`config.mk`:
```
export PLATFORM = sky130hd
export DESIGN_NAME = ex_stage_unit
export DESIGN_NICKNAME = d
export VERILOG_FILES = /design/src/rtl/ex_pkg.sv /design/src/rtl/ex_stage_unit_branch_cmp.sv /design/src/rtl/ex_stage_unit.sv
export SDC_FILE = /design/constraint.sdc
export NUM_CORES = 1
export LEC_CHECK = 0
export CELL_PAD_IN_SITES_DETAIL_PLACEMENT = 0
export CELL_PAD_IN_SITES_GLOBAL_PLACEMENT = 1
export CORE_AREA = 8 8 181 225
export DETAILED_ROUTE_END_ITERATION = 12
export DIE_AREA = 0 0 189 233
export PLACE_DENSITY = 0.81
export SLEW_MARGIN = 25
export SYNTH_ARGS = -nofsm -noshare
export SYNTH_HDL_FRONTEND = slang
export SYNTH_SLANG_ARGS = --single-unit
```
`constraint.sdc`:
```
create_clock -name clk -period 6.9 [get_ports clk]
set_clock_uncertainty 0.15 [all_clocks]
set_input_delay 1.38 -clock clk [delete_from_list [all_inputs] [get_ports clk]]
set_output_delay 1.38 -clock clk [all_outputs]
set_load 0.005 [all_outputs]
```
`src/rtl/ex_pkg.sv`:
```
// Field positions, widths and branch encodings shared by the EX stage.
package ex_pkg;

  localparam int unsigned XLEN    = 32;
  localparam int unsigned IDEX_W  = 222;
  localparam int unsigned EXMEM_W = 109;
  localparam int unsigned REG_W   = 5;

  // ID/EX bundle fields
  localparam int unsigned ID_IMM_LSB   = 0;
  localparam int unsigned ID_IMM_MSB   = 31;
  localparam int unsigned ID_RD1_LSB   = 32;
  localparam int unsigned ID_RD1_MSB   = 63;
  localparam int unsigned ID_RD2_LSB   = 64;
  localparam int unsigned ID_RD2_MSB   = 95;
  localparam int unsigned ID_RD_LSB    = 96;
  localparam int unsigned ID_RD_MSB    = 100;
  localparam int unsigned ID_ALUOP_LSB = 101;
  localparam int unsigned ID_ALUOP_MSB = 103;
  localparam int unsigned ID_REGWRITE  = 104;
  localparam int unsigned ID_MEMTOREG  = 105;
  localparam int unsigned ID_MEMWRITE  = 106;
  localparam int unsigned ID_MEMREAD   = 107;
  localparam int unsigned ID_JAL       = 108;
  localparam int unsigned ID_JALR      = 109;
  localparam int unsigned ID_BRANCH    = 110;
  localparam int unsigned ID_ALUSRC    = 111;
  localparam int unsigned ID_FUNC3_LSB = 112;
  localparam int unsigned ID_FUNC3_MSB = 114;
  localparam int unsigned ID_FUNC7     = 115;
  localparam int unsigned ID_PCIN_LSB  = 116;
  localparam int unsigned ID_PCIN_MSB  = 147;
  localparam int unsigned ID_RS1_LSB   = 148;
  localparam int unsigned ID_RS1_MSB   = 152;
  localparam int unsigned ID_RS2_LSB   = 153;
  localparam int unsigned ID_RS2_MSB   = 157;
  localparam int unsigned ID_PC_LSB    = 158;
  localparam int unsigned ID_PC_MSB    = 189;
  localparam int unsigned ID_PC4_LSB   = 190;
  localparam int unsigned ID_PC4_MSB   = 221;

  // EX/MEM bundle fields
  localparam int unsigned EM_ALU_LSB   = 0;
  localparam int unsigned EM_ALU_MSB   = 31;
  localparam int unsigned EM_STORE_LSB = 32;
  localparam int unsigned EM_STORE_MSB = 63;
  localparam int unsigned EM_RD_LSB    = 64;
  localparam int unsigned EM_RD_MSB    = 68;
  localparam int unsigned EM_REGWRITE  = 69;
  localparam int unsigned EM_MEMTOREG  = 70;
  localparam int unsigned EM_MEMWRITE  = 71;
  localparam int unsigned EM_MEMREAD   = 72;
  localparam int unsigned EM_LINK      = 73;
  localparam int unsigned EM_FUNC3_LSB = 74;
  localparam int unsigned EM_FUNC3_MSB = 76;
  localparam int unsigned EM_PC4_LSB   = 77;
  localparam int unsigned EM_PC4_MSB   = 108;

  // Branch condition encodings carried in func3
  typedef enum logic [2:0] {
    BR_EQ  = 3'b000,
    BR_NE  = 3'b001,
    BR_LT  = 3'b100,
    BR_GE  = 3'b101,
    BR_LTU = 3'b110,
    BR_GEU = 3'b111
  } br_func3_e;

endpackage

```
`src/rtl/ex_stage_unit_branch_cmp.sv`:
```
// Branch condition evaluation on the forwarded operands.
module branch_cmp
  import ex_pkg::*;
(
  input  logic [XLEN-1:0] fwd_rs1,
  input  logic [XLEN-1:0] fwd_rs2,
  input  logic [2:0]      func3,
  output logic            taken
);

  logic eq;
  logic lt_s;
  logic lt_u;

  assign eq   = (fwd_rs1 == fwd_rs2);
  assign lt_s = ($signed(fwd_rs1) < $signed(fwd_rs2));
  assign lt_u = (fwd_rs1 < fwd_rs2);

  // Select the condition; reserved encodings never take
  always_comb begin
    taken = 1'b0;
    case (br_func3_e'(func3))
      BR_EQ:   taken = eq;
      BR_NE:   taken = ~eq;
      BR_LT:   taken = lt_s;
      BR_GE:   taken = ~lt_s;
      BR_LTU:  taken = lt_u;
      BR_GEU:  taken = ~lt_u;
      default: taken = 1'b0;
    endcase
  end

endmodule

```
`src/rtl/ex_stage_unit.sv`:
```
// EX stage: unpacks ID/EX, forwards operands, resolves control transfers,
// detects load-use hazards and registers the EX/MEM bundle.
module ex_stage_unit
  import ex_pkg::*;
(
  input  logic                clk,
  input  logic                reset,
  input  logic                enable,
  input  logic                flush_in,
  input  logic [IDEX_W-1:0]   DataOut_ID_EX,
  input  logic [REG_W-1:0]    if_id_rs1,
  input  logic [REG_W-1:0]    if_id_rs2,
  input  logic                memwb_regwrite,
  input  logic [REG_W-1:0]    memwb_rd,
  input  logic [XLEN-1:0]     memwb_result,
  output logic [XLEN-1:0]     alu_a,
  output logic [XLEN-1:0]     alu_b,
  output logic [2:0]          alu_op,
  output logic [2:0]          alu_func3,
  output logic                alu_func7,
  input  logic [XLEN-1:0]     alu_result,
  output logic                stall,
  output logic                redirect,
  output logic [XLEN-1:0]     redirect_pc,
  output logic                flush_front,
  output logic [EXMEM_W-1:0]  DataOut_EX_MEM
);

  // ID/EX fields
  logic [XLEN-1:0]  id_imm;
  logic [XLEN-1:0]  id_rd1;
  logic [XLEN-1:0]  id_rd2;
  logic [REG_W-1:0] id_rd;
  logic [2:0]       id_aluop;
  logic             id_regwrite;
  logic             id_memtoreg;
  logic             id_memwrite;
  logic             id_memread;
  logic             id_jal;
  logic             id_jalr;
  logic             id_branch;
  logic             id_alusrc;
  logic [2:0]       id_func3;
  logic             id_func7;
  logic [REG_W-1:0] id_rs1;
  logic [REG_W-1:0] id_rs2;
  logic [XLEN-1:0]  id_pc;
  logic [XLEN-1:0]  id_pc4;
  logic             unused_pc_in;

  assign id_imm      = DataOut_ID_EX[ID_IMM_MSB:ID_IMM_LSB];
  assign id_rd1      = DataOut_ID_EX[ID_RD1_MSB:ID_RD1_LSB];
  assign id_rd2      = DataOut_ID_EX[ID_RD2_MSB:ID_RD2_LSB];
  assign id_rd       = DataOut_ID_EX[ID_RD_MSB:ID_RD_LSB];
  assign id_aluop    = DataOut_ID_EX[ID_ALUOP_MSB:ID_ALUOP_LSB];
  assign id_regwrite = DataOut_ID_EX[ID_REGWRITE];
  assign id_memtoreg = DataOut_ID_EX[ID_MEMTOREG];
  assign id_memwrite = DataOut_ID_EX[ID_MEMWRITE];
  assign id_memread  = DataOut_ID_EX[ID_MEMREAD];
  assign id_jal      = DataOut_ID_EX[ID_JAL];
  assign id_jalr     = DataOut_ID_EX[ID_JALR];
  assign id_branch   = DataOut_ID_EX[ID_BRANCH];
  assign id_alusrc   = DataOut_ID_EX[ID_ALUSRC];
  assign id_func3    = DataOut_ID_EX[ID_FUNC3_MSB:ID_FUNC3_LSB];
  assign id_func7    = DataOut_ID_EX[ID_FUNC7];
  assign id_rs1      = DataOut_ID_EX[ID_RS1_MSB:ID_RS1_LSB];
  assign id_rs2      = DataOut_ID_EX[ID_RS2_MSB:ID_RS2_LSB];
  assign id_pc       = DataOut_ID_EX[ID_PC_MSB:ID_PC_LSB];
  assign id_pc4      = DataOut_ID_EX[ID_PC4_MSB:ID_PC4_LSB];
  // pc_in is carried by the bundle but targets are formed from PC
  assign unused_pc_in = ^DataOut_ID_EX[ID_PCIN_MSB:ID_PCIN_LSB];

  // Registered EX/MEM state
  logic [EXMEM_W-1:0] ex_mem_q;
  logic [EXMEM_W-1:0] ex_mem_d;
  logic [XLEN-1:0]    em_alu;
  logic [REG_W-1:0]   em_rd;
  logic               em_regwrite;
  logic               em_memread;
  logic               em_link;
  logic [XLEN-1:0]    em_pc4;
  logic               em_fwd_ok;
  logic [XLEN-1:0]    em_fwd_val;

  assign em_alu      = ex_mem_q[EM_ALU_MSB:EM_ALU_LSB];
  assign em_rd       = ex_mem_q[EM_RD_MSB:EM_RD_LSB];
  assign em_regwrite = ex_mem_q[EM_REGWRITE];
  assign em_memread  = ex_mem_q[EM_MEMREAD];
  assign em_link     = ex_mem_q[EM_LINK];
  assign em_pc4      = ex_mem_q[EM_PC4_MSB:EM_PC4_LSB];
  // Load data is not available yet in EX/MEM, so loads never bypass from there
  assign em_fwd_ok   = em_regwrite & ~em_memread;
  assign em_fwd_val  = em_link ? em_pc4 : em_alu;

  logic [XLEN-1:0] fwd_rs1;
  logic [XLEN-1:0] fwd_rs2;

  // rs1 bypass: EX/MEM beats MEM/WB, x0 never bypasses
  always_comb begin
    fwd_rs1 = id_rd1;
    if (id_rs1 != '0) begin
      if (em_fwd_ok && (em_rd == id_rs1)) begin
        fwd_rs1 = em_fwd_val;
      end else if (memwb_regwrite && (memwb_rd == id_rs1)) begin
        fwd_rs1 = memwb_result;
      end
    end
  end

  // rs2 bypass: same priority as rs1
  always_comb begin
    fwd_rs2 = id_rd2;
    if (id_rs2 != '0) begin
      if (em_fwd_ok && (em_rd == id_rs2)) begin
        fwd_rs2 = em_fwd_val;
      end else if (memwb_regwrite && (memwb_rd == id_rs2)) begin
        fwd_rs2 = memwb_result;
      end
    end
  end

  assign alu_a     = fwd_rs1;
  assign alu_b     = id_alusrc ? id_imm : fwd_rs2;
  assign alu_op    = id_aluop;
  assign alu_func3 = id_func3;
  assign alu_func7 = id_func7;

  logic            br_taken;
  logic [XLEN-1:0] jalr_sum;

  branch_cmp u_branch_cmp (
    .fwd_rs1 (fwd_rs1),
    .fwd_rs2 (fwd_rs2),
    .func3   (id_func3),
    .taken   (br_taken)
  );

  assign jalr_sum    = fwd_rs1 + id_imm;
  assign redirect    = enable & (id_jal | id_jalr | (id_branch & br_taken));
  assign redirect_pc = id_jalr ? {jalr_sum[XLEN-1:1], 1'b0} : (id_pc + id_imm);
  assign flush_front = redirect;

  // A redirect discards the ID instruction, so it cannot be hazarded on
  assign stall = id_memread & (id_rd != '0) &
                 ((id_rd == if_id_rs1) | (id_rd == if_id_rs2)) & ~redirect;

  // Assemble the next EX/MEM bundle
  always_comb begin
    ex_mem_d = '0;
    ex_mem_d[EM_ALU_MSB:EM_ALU_LSB]     = alu_result;
    ex_mem_d[EM_STORE_MSB:EM_STORE_LSB] = fwd_rs2;
    ex_mem_d[EM_RD_MSB:EM_RD_LSB]       = id_rd;
    ex_mem_d[EM_REGWRITE]               = id_regwrite;
    ex_mem_d[EM_MEMTOREG]               = id_memtoreg;
    ex_mem_d[EM_MEMWRITE]               = id_memwrite;
    ex_mem_d[EM_MEMREAD]                = id_memread;
    ex_mem_d[EM_LINK]                   = id_jal | id_jalr;
    ex_mem_d[EM_FUNC3_MSB:EM_FUNC3_LSB] = id_func3;
    ex_mem_d[EM_PC4_MSB:EM_PC4_LSB]     = id_pc4;
  end

  // EX/MEM register: reset > flush > capture > hold
  always_ff @(posedge clk) begin
    if (reset) begin
      ex_mem_q <= '0;
    end else if (flush_in) begin
      ex_mem_q <= '0;
    end else if (enable) begin
      ex_mem_q <= ex_mem_d;
    end
  end

  assign DataOut_EX_MEM = ex_mem_q;

endmodule

```
==> run_results.csv, run 1 <==
group,metric,value,unit
timing,period_share,1.03,
timing,setup_ws,-0.204,ns
layout,post-route-cell-area,19400,um2
hold_path,min_from,"DataOut_EX_MEM[42]$_SDFFE_PP0P_",
route,vias,13300,
outcome,status,"finished, violations left",
setup_path,reg2reg_from,"DataOut_EX_MEM[67]$_SDFFE_PP0P_",
logic_synthesis,synth_ff_type,"dfxtp_1",
clocking,clk_pin_slew,0.07,ns
pwr,p_leak,8.30,nW
floorplanning,die_area,44000,um2
layout,drive_gt1_frac,0.280,
clocking,cts_buffers,9,
job,maxCapViolations,0,
floorplanning,coreArea,37100,um2
floorplanning,die_h,233,um
clocking,numClockSinks,109,
floorplanning,fp-row-count,79,
hold_path,holdCritPathClass,"flip-flop to flip-flop",
global_route,grt_use_total,0.243,
setup_path,crit_buf_inv,9,
timing,period_minus_slack,7.10,ns
setup_path,critPathArrivalTime,5.57,ns
logic_synthesis,synth_area_leaders,"dfxtp_1, ha_1, nor2_1",
layout,final_nets,2488,
logic_synthesis,synth_largest_area_cell,"dfxtp_1",
logic_synthesis,synth_edf_count,0,
logic_synthesis,ys_types,67,
timing,report.final.slew_viol_count,0,
timing,slew_headroom,0.400,
clocking,htree_num_levels,3,
timing,tightest_slew,0.900,ns
placement,io_buffer_count,480,
route,routedWlPerCell,22.4,um
route,drt_first_pass_iters,7,
setup_path,crit_family,"compound AO/OA/AOI/OAI gates",
clocking,cts_root_buf,"clkbuf_16",
layout,largest_reg_flops,109,
setup_path,cp.required,5.37,ns
route,wirelength,58000,um
logic_synthesis,syn_avg_cell_area,7.50,um2
setup_path,path_max_fanout,4,
route,viasPerCell,5.13,
pwr,totalPowerFinal,2.56,mW
global_route,grt_pass1_wl,82100,um
setup_path,cp_slowest_cell,"a311o_1",
global_route,grt_antenna_before_repair,8,
logic_synthesis,synth_top_cell_area_share,0.213,
setup_path,critPathKind,"primary input to primary output",
logic_synthesis,ys_seq_elements,109,
timing,max_freq,0.141,GHz
layout,layout_commonest_cell,"clkdlybuf4s50_1",
setup_path,critPathLaunch,"memwb_rd[4]",
setup_path,cpPeakStageDelay,0.35,ns
clocking,cts_buffer_depth,2,
clocking,cts_tree,"built",
timing,rsz0062_at_grt,"true",
placement,placed_area,17300,um2
clocking,hold_buffers,0,
timing,finalHoldViolations,0,
placement,place_congestion,0.958,
setup_path,startpoint_type,"primary input",
floorplanning,dieWidth,189,um
pwr,power.density,132,nW/um2
outcome,failed_checks,"negative setup slack",
global_route,grt-ovfl-total,0,
placement,dp_hpwl,46800,um
logic_synthesis,netlist_area,10200,um2
timing,finalHoldWorstSlack,0.341,ns
layout,area_growth,89.5,%
setup_path,crit_top_cell,"buf_4",
route,dr.first_iter.drc_count,781,
route,drtAntennaViolNets,0,
logic_synthesis,synth_cells,1365,
pwr,peakVddDrop,91.7,uV
setup_path,cp-end-kind,"primary output",
clocking,insertion_delay,0.37,ns
floorplanning,ios,521,
logic_synthesis,yosysSeqAreaShare,0.213,
timing,setup_viol,11,
global_route,grt_pass1_vias,13400,
logic_synthesis,synthesis.nets,1766,
logic_synthesis,async_flop_share,0,
floorplanning,initial_core_util,0.276,
global_route,grt_max_degree,64,
logic_synthesis,yosysWarnings,0,
layout,final_cell_mix,"clkdlybuf4s50_1, buf_4, nor2_1",
route,drc_errors,0,
[what timing repair did]
action	CTS	global route
cloned	1	1
setup buffers	32	29
gates resized for setup	242	188
hold endpoints to repair	0	0
pin swaps	68	103
endpoints found under the setup margin	31	28
[cells by family after synthesis]
| kind of cell | synth area share |
|---|---|
| AOI/OAI and AO/OA | 0.254 |
| xor gates and xnor gates | 0.0701 |
| adders and majority gates | 0.118 |
| buffers and inverters | 0.0413 |
| DFF | 0.213 |
| muxes | 0.118 |
| and+or+nand+nor | 0.186 |
[layer usage]
metal | track usage | wire (um) | vias to the layer above
li1 | - | - | 6382
met1 | 0.285 | 23500 | 6277
met2 | 0.431 | 28900 | 496
met3 | 0.0463 | 3310 | 112
met4 | 0.0947 | 2270 | 0
met5 | 0 | 0 | -
[synth_stat cells, types with 32 or more instances]
cell        n
nor2_1    249
a21oi_1   154
dfxtp_1   109
ha_1       93
mux2i_1    84
o21ai_0    83
nand2_1    78
clkbuf_1   57
xor2_1     47
a21o_1     42
xnor2_1    35
mux2_2     33
a22oi_1    32
[power by group]
| group | internal, mW | total (mW) | switching, mW |
|---|---|---|---|
| clock network | 0.329 | 0.586 | 0.256 |
| logic | 0.707 | 1.31 | 0.604 |
| registers | 0.650 | 0.668 | 0.0185 |
[final timing paths]
kind / endpoint / slack, ns / depth (start not counted)
hold / removal: DataOut_EX_MEM[42]$_SDFFE_PP0P_ / 0.34 / 2
setup reg to reg: DataOut_EX_MEM[47]$_SDFFE_PP0P_ / 3.92 / 15
hold reg to reg: DataOut_EX_MEM[42]$_SDFFE_PP0P_ / 0.34 / 2
setup / recovery: flush_front / -0.20 / 27
[stage by stage]
stage | std cells | setup TNS, ns | setup WS (ns) | util
floorplan | 1365 | 0 | 0.189 | -
global placement | 2507 | -29.56 | -1.51 | 0.468
detailed placement | 2507 | -28.53 | -1.52 | 0.468
CTS | 2553 | -0.384 | -0.134 | 0.498
global route | 2584 | -3.61 | -0.401 | 0.524
finish | 2585 | -1.09 | -0.204 | 0.524
[worst reg2reg max path, stage by stage (launching register included)]
cell and delay (ns):
dfxtp_1 0.56, xnor2_2 0.18, nand4_1 0.18, nor3_4 0.27, nor2_4 0.08, buf_12 0.13, buf_8 0.12, buf_12 0.12
buf_8 0.12, a22oi_1 0.17, nor2_1 0.06, a21oi_1 0.28, buf_4 0.19, nor2_1 0.04, a21oi_1 0.15, nor2_1 0.05
[area by class of cell]
| class | instances | area (um2) |
|---|---|---|
| Tap cell | 486 | 608 |
| Antenna cell | 8 | 20.0 |
| Timing Repair Buffer | 791 | 7270 |
| Fill cell | 3521 | 17700 |
| Inverter | 23 | 87.6 |
| Multi-Input combinational cell | 1153 | 8920 |
| Sequential cell | 109 | 2180 |
| Clock buffer | 11 | 243 |
| Clock inverter | 4 | 77.6 |
Power figures use the tool's default switching activity.
==> inputs of run 2 (changes only) <==
GPL_TIMING_DRIVEN = 0   (was not set)
clock period = 7.8 ns   (was 6.9 ns; I/O delays follow)
==> run 2 against run 1 <==
  * The run now ends clean
  * Via count is 4.0% lower
  * Die area stayed put
  * Power decreased by 16%
  * Count of clock-buffer cells in the layout up 1
  * Sequential power shrank 12%
  * Clock power down 9.9%
  * Cell count decreased by 5.9%
  * Setup slack improved by 0.25 ns
  * Worst hold slack got worse by 0.00093 ns
  * First-iteration DRC count grew 2.7%
  * Routed wire length increased by 5.4%
  * Core utilization is 4.3 points lower
  * Critical path type unchanged
  * Largest cell class unchanged
==> run_results.csv, run 2 (synthesis results as in run 1) <==
group,metric,value,unit
hold_path,hold_path_depth,2,
setup_path,r2r_cells,9,
clocking,cts_buffer_depth,2,
floorplanning,initial_core_util,0.276,
hold_path,holdCritPathClass,"flip-flop to flip-flop",
route,vias,12700,
setup_path,critPathArrivalTime,6.04,ns
route,drt_first_pass_iters,5,
placement,dp_hpwl,50300,um
layout,fill_cells,3609,
clocking,cts_tree,"built",
timing,finalHoldViolations,0,
global_route,grt_antenna_before_repair,8,
setup_path,crit_top_cell,"buf_4",
placement,place_congestion,0.939,
clocking,clk_pin_slew,0.07,ns
floorplanning,dieWidth,189,um
route,routedWlPerCell,25.1,um
setup_path,path_max_fanout,9,
outcome,status,"finished, final reports clean",
floorplanning,die_area,44000,um2
clocking,cts_buffers,9,
clocking,insertion_delay,0.39,ns
clocking,numClockSinks,109,
layout,final_cell_mix,"clkdlybuf4s50_1, nor2_1, dfxtp_1",
layout,drive_gt1_frac,0.171,
route,dr.first_iter.drc_count,802,
global_route,grt_use_total,0.262,
route,viasPerCell,5.23,
clocking,htree_num_levels,3,
pwr,peakVddDrop,98.4,uV
pwr,totalPowerFinal,2.16,mW
timing,rsz0062_at_grt,"true",
global_route,grt_pass1_wl,86400,um
timing,setup_ws,0.0457,ns
timing,slew_headroom,0.317,
floorplanning,ios,521,
setup_path,reg2reg_from,"DataOut_EX_MEM[73]$_SDFFE_PP0P_",
setup_path,startpoint_type,"primary input",
hold_path,hold_path_end,"DataOut_EX_MEM[34]$_SDFFE_PP0P_",
layout,post-route-cell-area,17800,um2
layout,final_nets,2335,
setup_path,critPathKind,"primary input to primary output",
setup_path,cp.required,6.09,ns
clocking,cts_root_buf,"clkbuf_16",
floorplanning,coreArea,37100,um2
job,maxCapViolations,0,
pwr,p_leak,7.36,nW
placement,placed_area,15700,um2
timing,period_share,0.994,
layout,largest_reg_flops,109,
route,wirelength,61200,um
setup_path,crit_buf_inv,8,
global_route,grt_pass1_vias,13100,
hold_path,min_from,"DataOut_EX_MEM[34]$_SDFFE_PP0P_",
setup_path,cp_slowest_cell,"nor4_2",
global_route,grt_max_degree,18,
setup_path,r2r_slack,4.93,ns
timing,tightest_slew,1.02,ns
timing,period_minus_slack,7.75,ns
clocking,hold_buffers,0,
placement,dp_slack,-1.96,ns
global_route,grt-ovfl-total,0,
setup_path,cpPeakStageDelay,0.39,ns
route,drtAntennaViolNets,0,
layout,finish.utilization,0.481,
setup_path,r2r-end,"DataOut_EX_MEM[55]$_SDFFE_PP0P_",
placement,io_buffer_count,482,
layout,area_growth,74.0,%
setup_path,cp-end-kind,"primary output",
timing,max_freq,0.129,GHz
timing,finalSetupTns,0,ns
layout,layout_commonest_cell,"clkdlybuf4s50_1",
timing,setup_viol,0,
floorplanning,die_h,233,um
setup_path,crit_family,"simple AND/OR/NAND/NOR gates",
floorplanning,fp-row-count,79,
route,drc_errors,0,
timing,report.final.slew_viol_count,0,
pwr,power.density,121,nW/um2
[run 2: cell count changes in the layout (fill, tap and decap cells not counted), moves of 10 or more]
| cell | previous run | this run |
|---|---|---|
| clkbuf_1 | 1 | 38 |
| buf_6 | 32 | 4 |
| buf_1 | 0 | 12 |
| clkdlybuf4s50_1 | 434 | 444 |
| buf_4 | 274 | 79 |
| buf_2 | 20 | 4 |
[run 2: worst max-delay path by stage]
stage | endpoint | cells past startpoint | slack [ns] | startpoint
detailed placement | redirect | 22 | -1.96 | DataOut_ID_EX[156]
global route | redirect | 26 | -0.21 | memwb_rd[3]
CTS | redirect | 22 | -0.15 | DataOut_ID_EX[153]
floorplan | redirect | 20 | 0.73 | memwb_rd[3]
finish | redirect | 25 | 0.05 | memwb_rd[3]
global placement | redirect | 22 | -1.88 | DataOut_ID_EX[156]
[run 2: final cells by class]
| type | count | area (um2) | share of cell area |
|---|---|---|---|
| Clock inverter | 4 | 77.6 | 0.00435 |
| Tap cell | 486 | 608 | 0.0341 |
| Inverter | 23 | 88.8 | 0.00499 |
| Antenna cell | 8 | 20.0 | 0.00112 |
| Timing Repair Buffer | 558 | 5420 | 0.304 |
| Multi-Input combinational cell | 1152 | 8690 | 0.487 |
| Clock buffer | 12 | 236 | 0.0133 |
| Buffer | 81 | 494 | 0.0277 |
| Sequential cell | 109 | 2180 | 0.122 |
[run 2: tightest hold or removal path: stages (launching register included)]
cell and delay (ns):
dfxtp_1 0.33, a21oi_1 0.06, nor2_1 0.07
[run 2: per-layer routing]
layer,vias up,GRT usage,part of all wire
met5,-,0,0
met4,0,0.0954,0.029
met1,6059,0.292,0.39
met2,508,0.490,0.52
li1,6072,-,-
met3,95,0.0454,0.057
[run 2: what timing repair did]
item                       in CTS  in global routing
gates cloned                    3                  0
buffers inserted               56                 17
pin swaps                      50                 36
gates resized for setup       233                 95
setup endpoints to repair      30                 21
[run 2: metrics by stage]
step                std cells  hold slack, ns
floorplan                1365           0.332
global placement         2333           0.320
detailed placement       2333           0.330
CTS                      2408           0.346
global route             2433           0.364
finish                   2433           0.340
[run 2: power breakdown]
| group | total (mW) | leakage (nW) | internal [mW] | switching, mW |
|---|---|---|---|---|
| clock network | 0.528 | 0.152 | 0.285 | 0.243 |
| logic | 1.04 | 6.32 | 0.532 | 0.506 |
| registers | 0.589 | 0.888 | 0.575 | 0.0147 |
